===== config.mk =====
export PLATFORM = sky130hd
export DESIGN_NAME = uart_tx_arbiter
export DESIGN_NICKNAME = d
export VERILOG_FILES = /design/src/rtl/uart_pkg.sv /design/src/rtl/uart_rr_arbiter.sv /design/src/rtl/uart_tx_arbiter.sv
export SDC_FILE = /design/constraint.sdc
export NUM_CORES = 1
export LEC_CHECK = 0
export ABC_CLOCK_PERIOD_IN_PS = 2430
export BUFFER_PORTS_ARGS = -buffer_cell sky130_fd_sc_hd__buf_2
export CAP_MARGIN = 25
export CORE_MARGIN = 2
export CORE_UTILIZATION = 45
export DETAILED_ROUTE_END_ITERATION = 7
export PLACE_DENSITY_LB_ADDON = 0.15
export SLEW_MARGIN = 15
export SYNTH_ARGS = -nofsm -noshare
export SYNTH_HDL_FRONTEND = slang
export SYNTH_SLANG_ARGS = --single-unit

===== constraint.sdc =====
create_clock -name bclk -period 2.43 [get_ports bclk]
set_input_delay 0.3645 -clock bclk [delete_from_list [all_inputs] [get_ports bclk]]
set_output_delay 0.3645 -clock bclk [all_outputs]
set_load 0.05 [all_outputs]

===== src/rtl/uart_pkg.sv =====
// Shared types and constants for the arbitrated UART transmitter.
// The PARITY state exists only when UART_TX_PARITY_EN is defined.
package uart_pkg;

   localparam logic START_BIT = 1'b0;
   localparam logic STOP_BIT  = 1'b1;
   localparam int   DATA_BITS = 8;

   typedef enum logic [2:0] {
      IDLE   = 3'd0,
      START  = 3'd1,
      DATA   = 3'd2,
`ifdef UART_TX_PARITY_EN
      PARITY = 3'd3,
`endif
      STOP   = 3'd4
   } state_t;

endpackage


===== src/rtl/uart_rr_arbiter.sv =====
// Round-robin selector: first valid requester searched from last_grant+1
// modulo NREQ; purely combinational.
module uart_rr_arbiter #(
   parameter  int NREQ = 4,
   localparam int IDW  = $clog2(NREQ)
) (
   input  logic [NREQ-1:0] valid,
   input  logic [IDW-1:0]  last_grant,
   output logic [NREQ-1:0] grant,
   output logic [IDW-1:0]  index,
   output logic            any
);

   // NOTE: every output gets a default before the search so no latch is inferred.
   always_comb begin
      grant = '0;
      index = '0;
      any   = 1'b0;
      // Outer loop is priority distance from the last winner; inner loop keeps selects constant.
      for (int k = 1; k <= NREQ; k++) begin
         for (int i = 0; i < NREQ; i++) begin
            if (!any && valid[i] && (i == (int'(last_grant) + k) % NREQ)) begin
               any      = 1'b1;
               grant[i] = 1'b1;
               index    = IDW'(i);
            end
         end
      end
   end

endmodule


===== src/rtl/uart_tx_arbiter.sv =====
// NREQ requesters share one UART transmit line through a round-robin arbiter.
// Define UART_TX_PARITY_EN to add an even-parity bit between data and stop.
module uart_tx_arbiter
   import uart_pkg::*;
#(
   parameter  int NREQ       = 4,
   parameter  int OVERSAMPLE = 4,
   localparam int IDW        = $clog2(NREQ)
) (
   input  logic              bclk,
   input  logic              reset,
   input  logic [NREQ-1:0]   req_valid,
   input  logic [8*NREQ-1:0] req_data,
   output logic [NREQ-1:0]   req_ready,
   output logic              tx_data,
   output logic              busy,
   output logic [IDW-1:0]    grant_id
);

   localparam int SW = (OVERSAMPLE > 1) ? $clog2(OVERSAMPLE) : 1;
   localparam int BW = $clog2(DATA_BITS);

   state_t              state;
   state_t              state_next;
   logic [SW-1:0]       sample_cnt;
   logic [BW-1:0]       bit_cnt;
   logic [7:0]          data_q;
   logic [7:0]          sel_byte;
   logic [IDW-1:0]      last_grant;
   logic [NREQ-1:0]     win_onehot;
   logic [IDW-1:0]      win_idx;
   logic                win_any;
   logic                sample_last;
   logic                bit_last;
   logic                accept;

   uart_rr_arbiter #(.NREQ(NREQ)) u_arb (
      .valid      (req_valid),
      .last_grant (last_grant),
      .grant      (win_onehot),
      .index      (win_idx),
      .any        (win_any)
   );

   assign sample_last = (sample_cnt == SW'(OVERSAMPLE - 1));
   assign bit_last    = (bit_cnt == BW'(DATA_BITS - 1));
   assign accept      = (state == IDLE) && win_any;

   always_comb begin
      sel_byte = '0;
      for (int i = 0; i < NREQ; i++) begin
         if (win_onehot[i]) sel_byte = req_data[8*i +: 8];
      end
   end

   // NOTE: sequential state uses non-blocking assignments; reset is asynchronous.
   always_ff @(posedge bclk or posedge reset) begin
      if (reset) state <= IDLE;
      else       state <= state_next;
   end

   always_comb begin
      state_next = state;
      tx_data    = STOP_BIT;
      busy       = 1'b1;
      req_ready  = '0;
      case (state)
         IDLE: begin
            busy = 1'b0;
            // Reset leaves the FSM in IDLE, so the accept must be gated explicitly.
            req_ready = reset ? '0 : win_onehot;
            if (win_any) state_next = START;
         end
         START: begin
            tx_data = START_BIT;
            if (sample_last) state_next = DATA;
         end
         DATA: begin
            tx_data = data_q[bit_cnt];
            if (sample_last && bit_last) begin
`ifdef UART_TX_PARITY_EN
               state_next = PARITY;
`else
               state_next = STOP;
`endif
            end
         end
`ifdef UART_TX_PARITY_EN
         PARITY: begin
            tx_data = ^data_q;
            if (sample_last) state_next = STOP;
         end
`endif
         STOP: begin
            tx_data = STOP_BIT;
            if (sample_last) state_next = IDLE;
         end
         default: state_next = IDLE;
      endcase
   end

   always_ff @(posedge bclk or posedge reset) begin
      if (reset) begin
         sample_cnt <= '0;
         bit_cnt    <= '0;
         data_q     <= '0;
         grant_id   <= '0;
         last_grant <= IDW'(NREQ - 1);
      end else if (accept) begin
         data_q     <= sel_byte;
         grant_id   <= win_idx;
         last_grant <= win_idx;
         sample_cnt <= '0;
         bit_cnt    <= '0;
      end else if (state != IDLE) begin
         sample_cnt <= sample_last ? '0 : sample_cnt + SW'(1);
         if (state == DATA && sample_last) begin
            bit_cnt <= bit_last ? '0 : bit_cnt + BW'(1);
         end
      end
   end

endmodule

; Yosys cells after proc, flatten, opt, wreduce, memory -nomap -nowiden
; Index checks and enable logic that the tools add are counted.
[op_classes]
eq_ne = 21
magnitude_cmp = 1
n_mux = 68
n_reduce_logical = 63
bitwise_logic = 4
n_addsub = 6
[ops]
columns = operator, count
row1 = 32-bit zero test, 4
row2 = 1-bit logical AND, 34
row3 = 1-bit two-way mux, 34
row4 = 2-bit two-way mux, 17
row5 = 8-bit two-way mux, 4
row6 = "3-bit equality test, first input constant", 8
row7 = 3-bit two-way mux, 8
row8 = 1-bit zero test, 15
row9 = "2-bit by 3-bit equality test with 1-bit output, first input constant", 4
row10 = 3-bit case mux with 4 select lines, 1
row11 = 4-bit two-way mux, 2
row12 = "2-bit inequality test, second input constant", 4
row13 = 2-bit OR reduction, 4
row14 = "2-bit by 1-bit adder with 2-bit output, second input constant", 3
row15 = "3-bit equality test, second input constant", 2
row16 = "2-bit adder, second input constant", 2
row17 = "1-bit AND, first input constant", 4
row18 = "3-bit by 4-bit less-than comparator with 1-bit output, second input constant", 1
row19 = 4-bit AND reduction, 1
row20 = 2-bit nonzero test, 2
row21 = "3-bit by 1-bit adder with 3-bit output, second input constant", 1
row22 = 1-bit binary-select mux with 3-bit select, 1
row23 = "3-bit by 1-bit equality test with 1-bit output, second input constant", 1
row24 = "3-bit by 2-bit equality test with 1-bit output, second input constant", 1
row25 = 5 further kinds, 5
[word_totals]
ff_bits = 20
wordCells = 169
out_inout_bits = 8

; Depth between registers and ports, before layout
[logic_depth]
depth_word = 69
mapped_depth = 8

; Modules after synthesis
; A second synthesis with hierarchy kept.
[unflattened]
cells_unflattened = 174
area_unflattened_um2 = 1441.4
[modules_own_cells]
columns = module, area_each_um2, cells_per_inst, n_inst
row1 = uart_tx_arbiter, 1290.0, 150, 1
row2 = uart_rr_arbiter, 151.4, 24, 1

; Least setup slack after synthesis
; Ideal clock, no wire load.
[synth_timing]
path_kind = input to output
start = input port reset
end = output port req_ready[0]
stages = 3
n_path_buf = 0
path_slack_ps = 6
t_arrival_ps = 2060
t_required_ps = 2066
path_cell_list = inv_1 nand2_1 nor3_1
[synth_between]
elab_chain_cells = 2
[synth_lines]
columns = item, line
row1 = start: declaration, uart_tx_arbiter.sv:11  ; input logic reset,
row2 = 4-bit two-way mux, uart_tx_arbiter.sv:71  ; req_ready = reset ? '0 : win_onehot;
row3 = 4-bit two-way mux, uart_tx_arbiter.sv:67  ; case (state)
row4 = end: declaration, uart_tx_arbiter.sv:14  ; output logic [NREQ-1:0] req_ready,
; Every way passes these cells.

; Worst setup path in the final report
[layout_timing]
start = register bit_cnt[2]
end = output port tx_data
[layout_between]
elab_chain_cells = 3
[layout_lines]
columns = item, line
row1 = start: declaration, uart_tx_arbiter.sv:26  ; logic [BW-1:0] bit_cnt;
row2 = start signal: assignment, uart_tx_arbiter.sv:118  ; bit_cnt <= bit_last ? '0 : bit_cnt + BW'(1);
row3 = 1-bit binary-select mux with 3-bit select, uart_tx_arbiter.sv:79  ; tx_data = data_q[bit_cnt];
row4 = 1-bit two-way mux (implied by the code), uart_tx_arbiter.sv:79
row5 = 1-bit case mux with 2 select lines, uart_tx_arbiter.sv:67
row6 = end: declaration, uart_tx_arbiter.sv:15  ; output logic tx_data,
; Every way passes these cells. The select of a mux whose other input is x is not followed.

==> key figures <==
Synthesis
  – Xor-xnor portion of the synthesized cell area: 0%
  – Compound-Gate Fraction of Synth Area: between 20 and 30%
  – Mapped Cells: 143
  – Main combinational cell family by area after synthesis: compound AO/OA/AOI/OAI gates
  – Synth Flop Type: dfrtp_1
  – Distinct cells, synth: 40
  – Post-Syn Nets: 184
  – Seq cells post-synth: 20
  – Synth warn: 0
  – Adder-Cell Fraction of Synth Area: 2.791%
  – Simple-Gate Fraction of Synth Area: 22.60%
  – Seq/Total Area, Yosys: 37.40%
  – Multiplexer area fraction after synthesis: 5.581%
  – Synthesized area per cell: roughly 9.4 um^2
  – Mapped cell area: roughly 1300 um^2
  – Fraction of registers with async set or reset after synthesis: 100.0%
  – Number of synthesized flops with an enable pin: 0

Layout
  – Share of layout cells above drive strength 1: 35.79%
  – # diodes: 0
  – Nets: 232
  – Leading cell type in the layout, fill and taps excluded: buf_2
  – Layout area overhead: 22.51%
  – Fillers: 257
  – Cell Count, Final, Fillers Out: 221
  – Final instance area: roughly 1600 um^2
  – Most frequent cells in the layout: buf_2 (44), nor2_1 (22), dfrtp_1 (16)

Worst setup path
  – Flop-to-flop setup slack: 0.49 ns
  – Arrival time at the worst endpoint: ~2 ns
  – Worst reg2reg path startpoint: state[0]
  – Critical path endpoint: tx_data
  – CP required: 2.07 ns
  – Worst R2R End: data_q[5]
  – Worst Path Max Fanout: 4
  – Critical path type: reg -> out
  – Critical Path Start: bit_cnt[2]
  – R2r worst-path depth: 5
  – Crit path launch type: flip-flop
  – Setup crit end kind: primary output

Place
  – DP Worst Slack: approximately 0.32 ns
  – GP Congestion: about 0.79
  – Placed Cells incl. Taps: 216
  – Placed Area: ~1600 um^2
  – HPWL after DPL: 2581 um
  – Port Buffers: 45

Clock tree
  – Root Buffer: clkbuf_4
  – Clk slew on worst S/H paths: 0.12 ns
  – CTS tree: done
  – Htree depth: 1
  – Worst skew pair latency: 0.31 ns
  – Num CTS Buffers: 3
  – Maximum clock path buffer count: 2
  – Clk sinks: 20

Die
  – Core area: 2805 um^2
  – Top-Level Pins: 46
  – Die height: 58.67 um
  – DIE AREA: around 3400 um^2
  – Num rows: 19
  – Die width: 58.67 um
  – Starting density of the core: between 40% and 50%

Detailed routing
  – First DRT Iteration DRCs: 43
  – Total Wirelength: 3405 um
  – DRT Pass-1 Iters: 4
  – Via count: 1275
  – Routed Antenna Nets: 0
  – Number of remaining DRC errors: 0
  – Via-to-Cell Ratio: 5.769
  – Avg WL per Cell: approximately 15 um

Power
  – Max IR drop VDD: 0.0005215 V
  – Power per Cell Area: 1095 nW/um^2
  – Leakage Power: ~0.75 nW

Flow run
  – Max-Cap Viols: 0

GRT
  – Total gr overflow: 0
  – Initial antenna violation count: 0
  – First-pass GRT wire length: ~5700 um
  – Tot GR Track Use: between 20 and 25%
  – Largest net degree at the start of global routing: 13
  – Number of global-route vias before repair: around 1300

Timing
  – Final critical-path share of the clock period: ~96%
  – Clock Skew: 0.01150 ns
  – Slew Viols, Final: 0
  – Measured slew at the worst slew-check pin: about 0.6 ns
  – Final setup vio count: 0
  – Slew headroom: about three fifths
  – RSZ-0062 raised after global routing: false
  – Final hold slack: 0.03931 ns
  – Setup TNS: 0 ns
  – Final hold violations: 0
  – Fin crit period: between 2 and 2.5 ns
  – Max Fclk: 427.4 MHz
  – PnR worst setup slack: 0.09016 ns

Worst hold path
  – Hold WC Path Type: in -> async

Status
  – Outcome: complete, no violations
==> logic make-up (layout without fill, tap and decap cells) <==
group	Yosys count	after routing
and+or+nand+nor	59	59
AOI/OAI and AO/OA	45	45
DFF	20	20
buffers and inverters	11	58
muxes	5	5
adders and majority gates	3	3
==> power breakdown <==
| group | switching (mW) | internal, mW | total, mW |
|---|---|---|---|
| combinational | 0.545 | 0.389 | 0.935 |
| clock | 0.109 | 0.167 | 0.275 |
| sequential | 0.120 | 0.474 | 0.593 |
==> cells in the mapped netlist (4+ instances only) <==
cell type   n  area [um^2]
nor2_1     22        82.58
a21oi_1     5        25.02
buf_6       5        56.30
nor2b_1     4        25.02
a221oi_1    8        70.07
o31ai_1     8        60.06
nor3_1      5        25.02
nand2_1     8        30.03
a31oi_1     6        37.54
dfrtp_1    18        450.4
and2_1      6        37.54
==> per-layer routing <==
layer	up-vias	track usage [%]	part of all wire [%]	wire, um
li1	634	-	-	-
met1	594	27.99	45	1533
met2	41	37.40	49	1656
met3	6	5.495	5.0	170
met4	0	5.519	1.3	44
met5	-	0	0	0
==> worst min-delay path by stage <==
stage	endpoint	slack, ns	cells past startpoint
after floorplan	bit_cnt[0]	0.34	1
after global placement	state[0]	0.37	3
after detailed placement	sample_cnt[0]	0.39	3
after CTS	state[2]	0.04	3
after global routing	state[2]	0.04	3
final	sample_cnt[0]	0.04	3
==> metrics by stage <==
stage / power [mW] / utilization [%]
global placement: 1.483 / 56.24
finish: 1.804 / 58.74
CTS: 1.790 / 58.21
global route: 1.942 / 58.74
floorplan: 1.327 / -
detailed placement: 1.508 / 56.24
==> sequential cells by signal (all words and copies together), names as in the netlist <==
register,count
state,3
bit_cnt,3
sample_cnt,2
data_q,8
last_grant,2
grant_id,2
==> what timing repair did <==
| action | in CTS | in global routing |
|---|---|---|
| resized for setup | 2 | 4 |
| hold endpoints to repair | 0 | 0 |
| hold buffers | 0 | 0 |
| pin swaps | 0 | 0 |
| setup endpoints to repair | 1 | 2 |
| setup buffers | 0 | 1 |
==> worst max-delay path, stage by stage, from the launching register on <==
cell and delay, ns:
dfrtp_2 0.44, mux4_2 0.52, mux2i_1 0.18, a21oi_1 0.08
or2_2 0.28, buf_6 0.16
==> cell type report <==
| type | instances | area [um^2] | share of cell area, % |
|---|---|---|---|
| multi-input combinational | 112 | 763.2 | 46.32 |
| timing repair buffer | 51 | 276.5 | 16.78 |
| clock buffer | 3 | 22.52 | 1.367 |
| tap | 31 | 38.79 | 2.354 |
| clock inverter | 1 | 30.03 | 1.822 |
| inverter | 3 | 11.26 | 0.6834 |
| sequential | 20 | 505.5 | 30.68 |
Note: power is estimated with default switching activity, not from simulation.
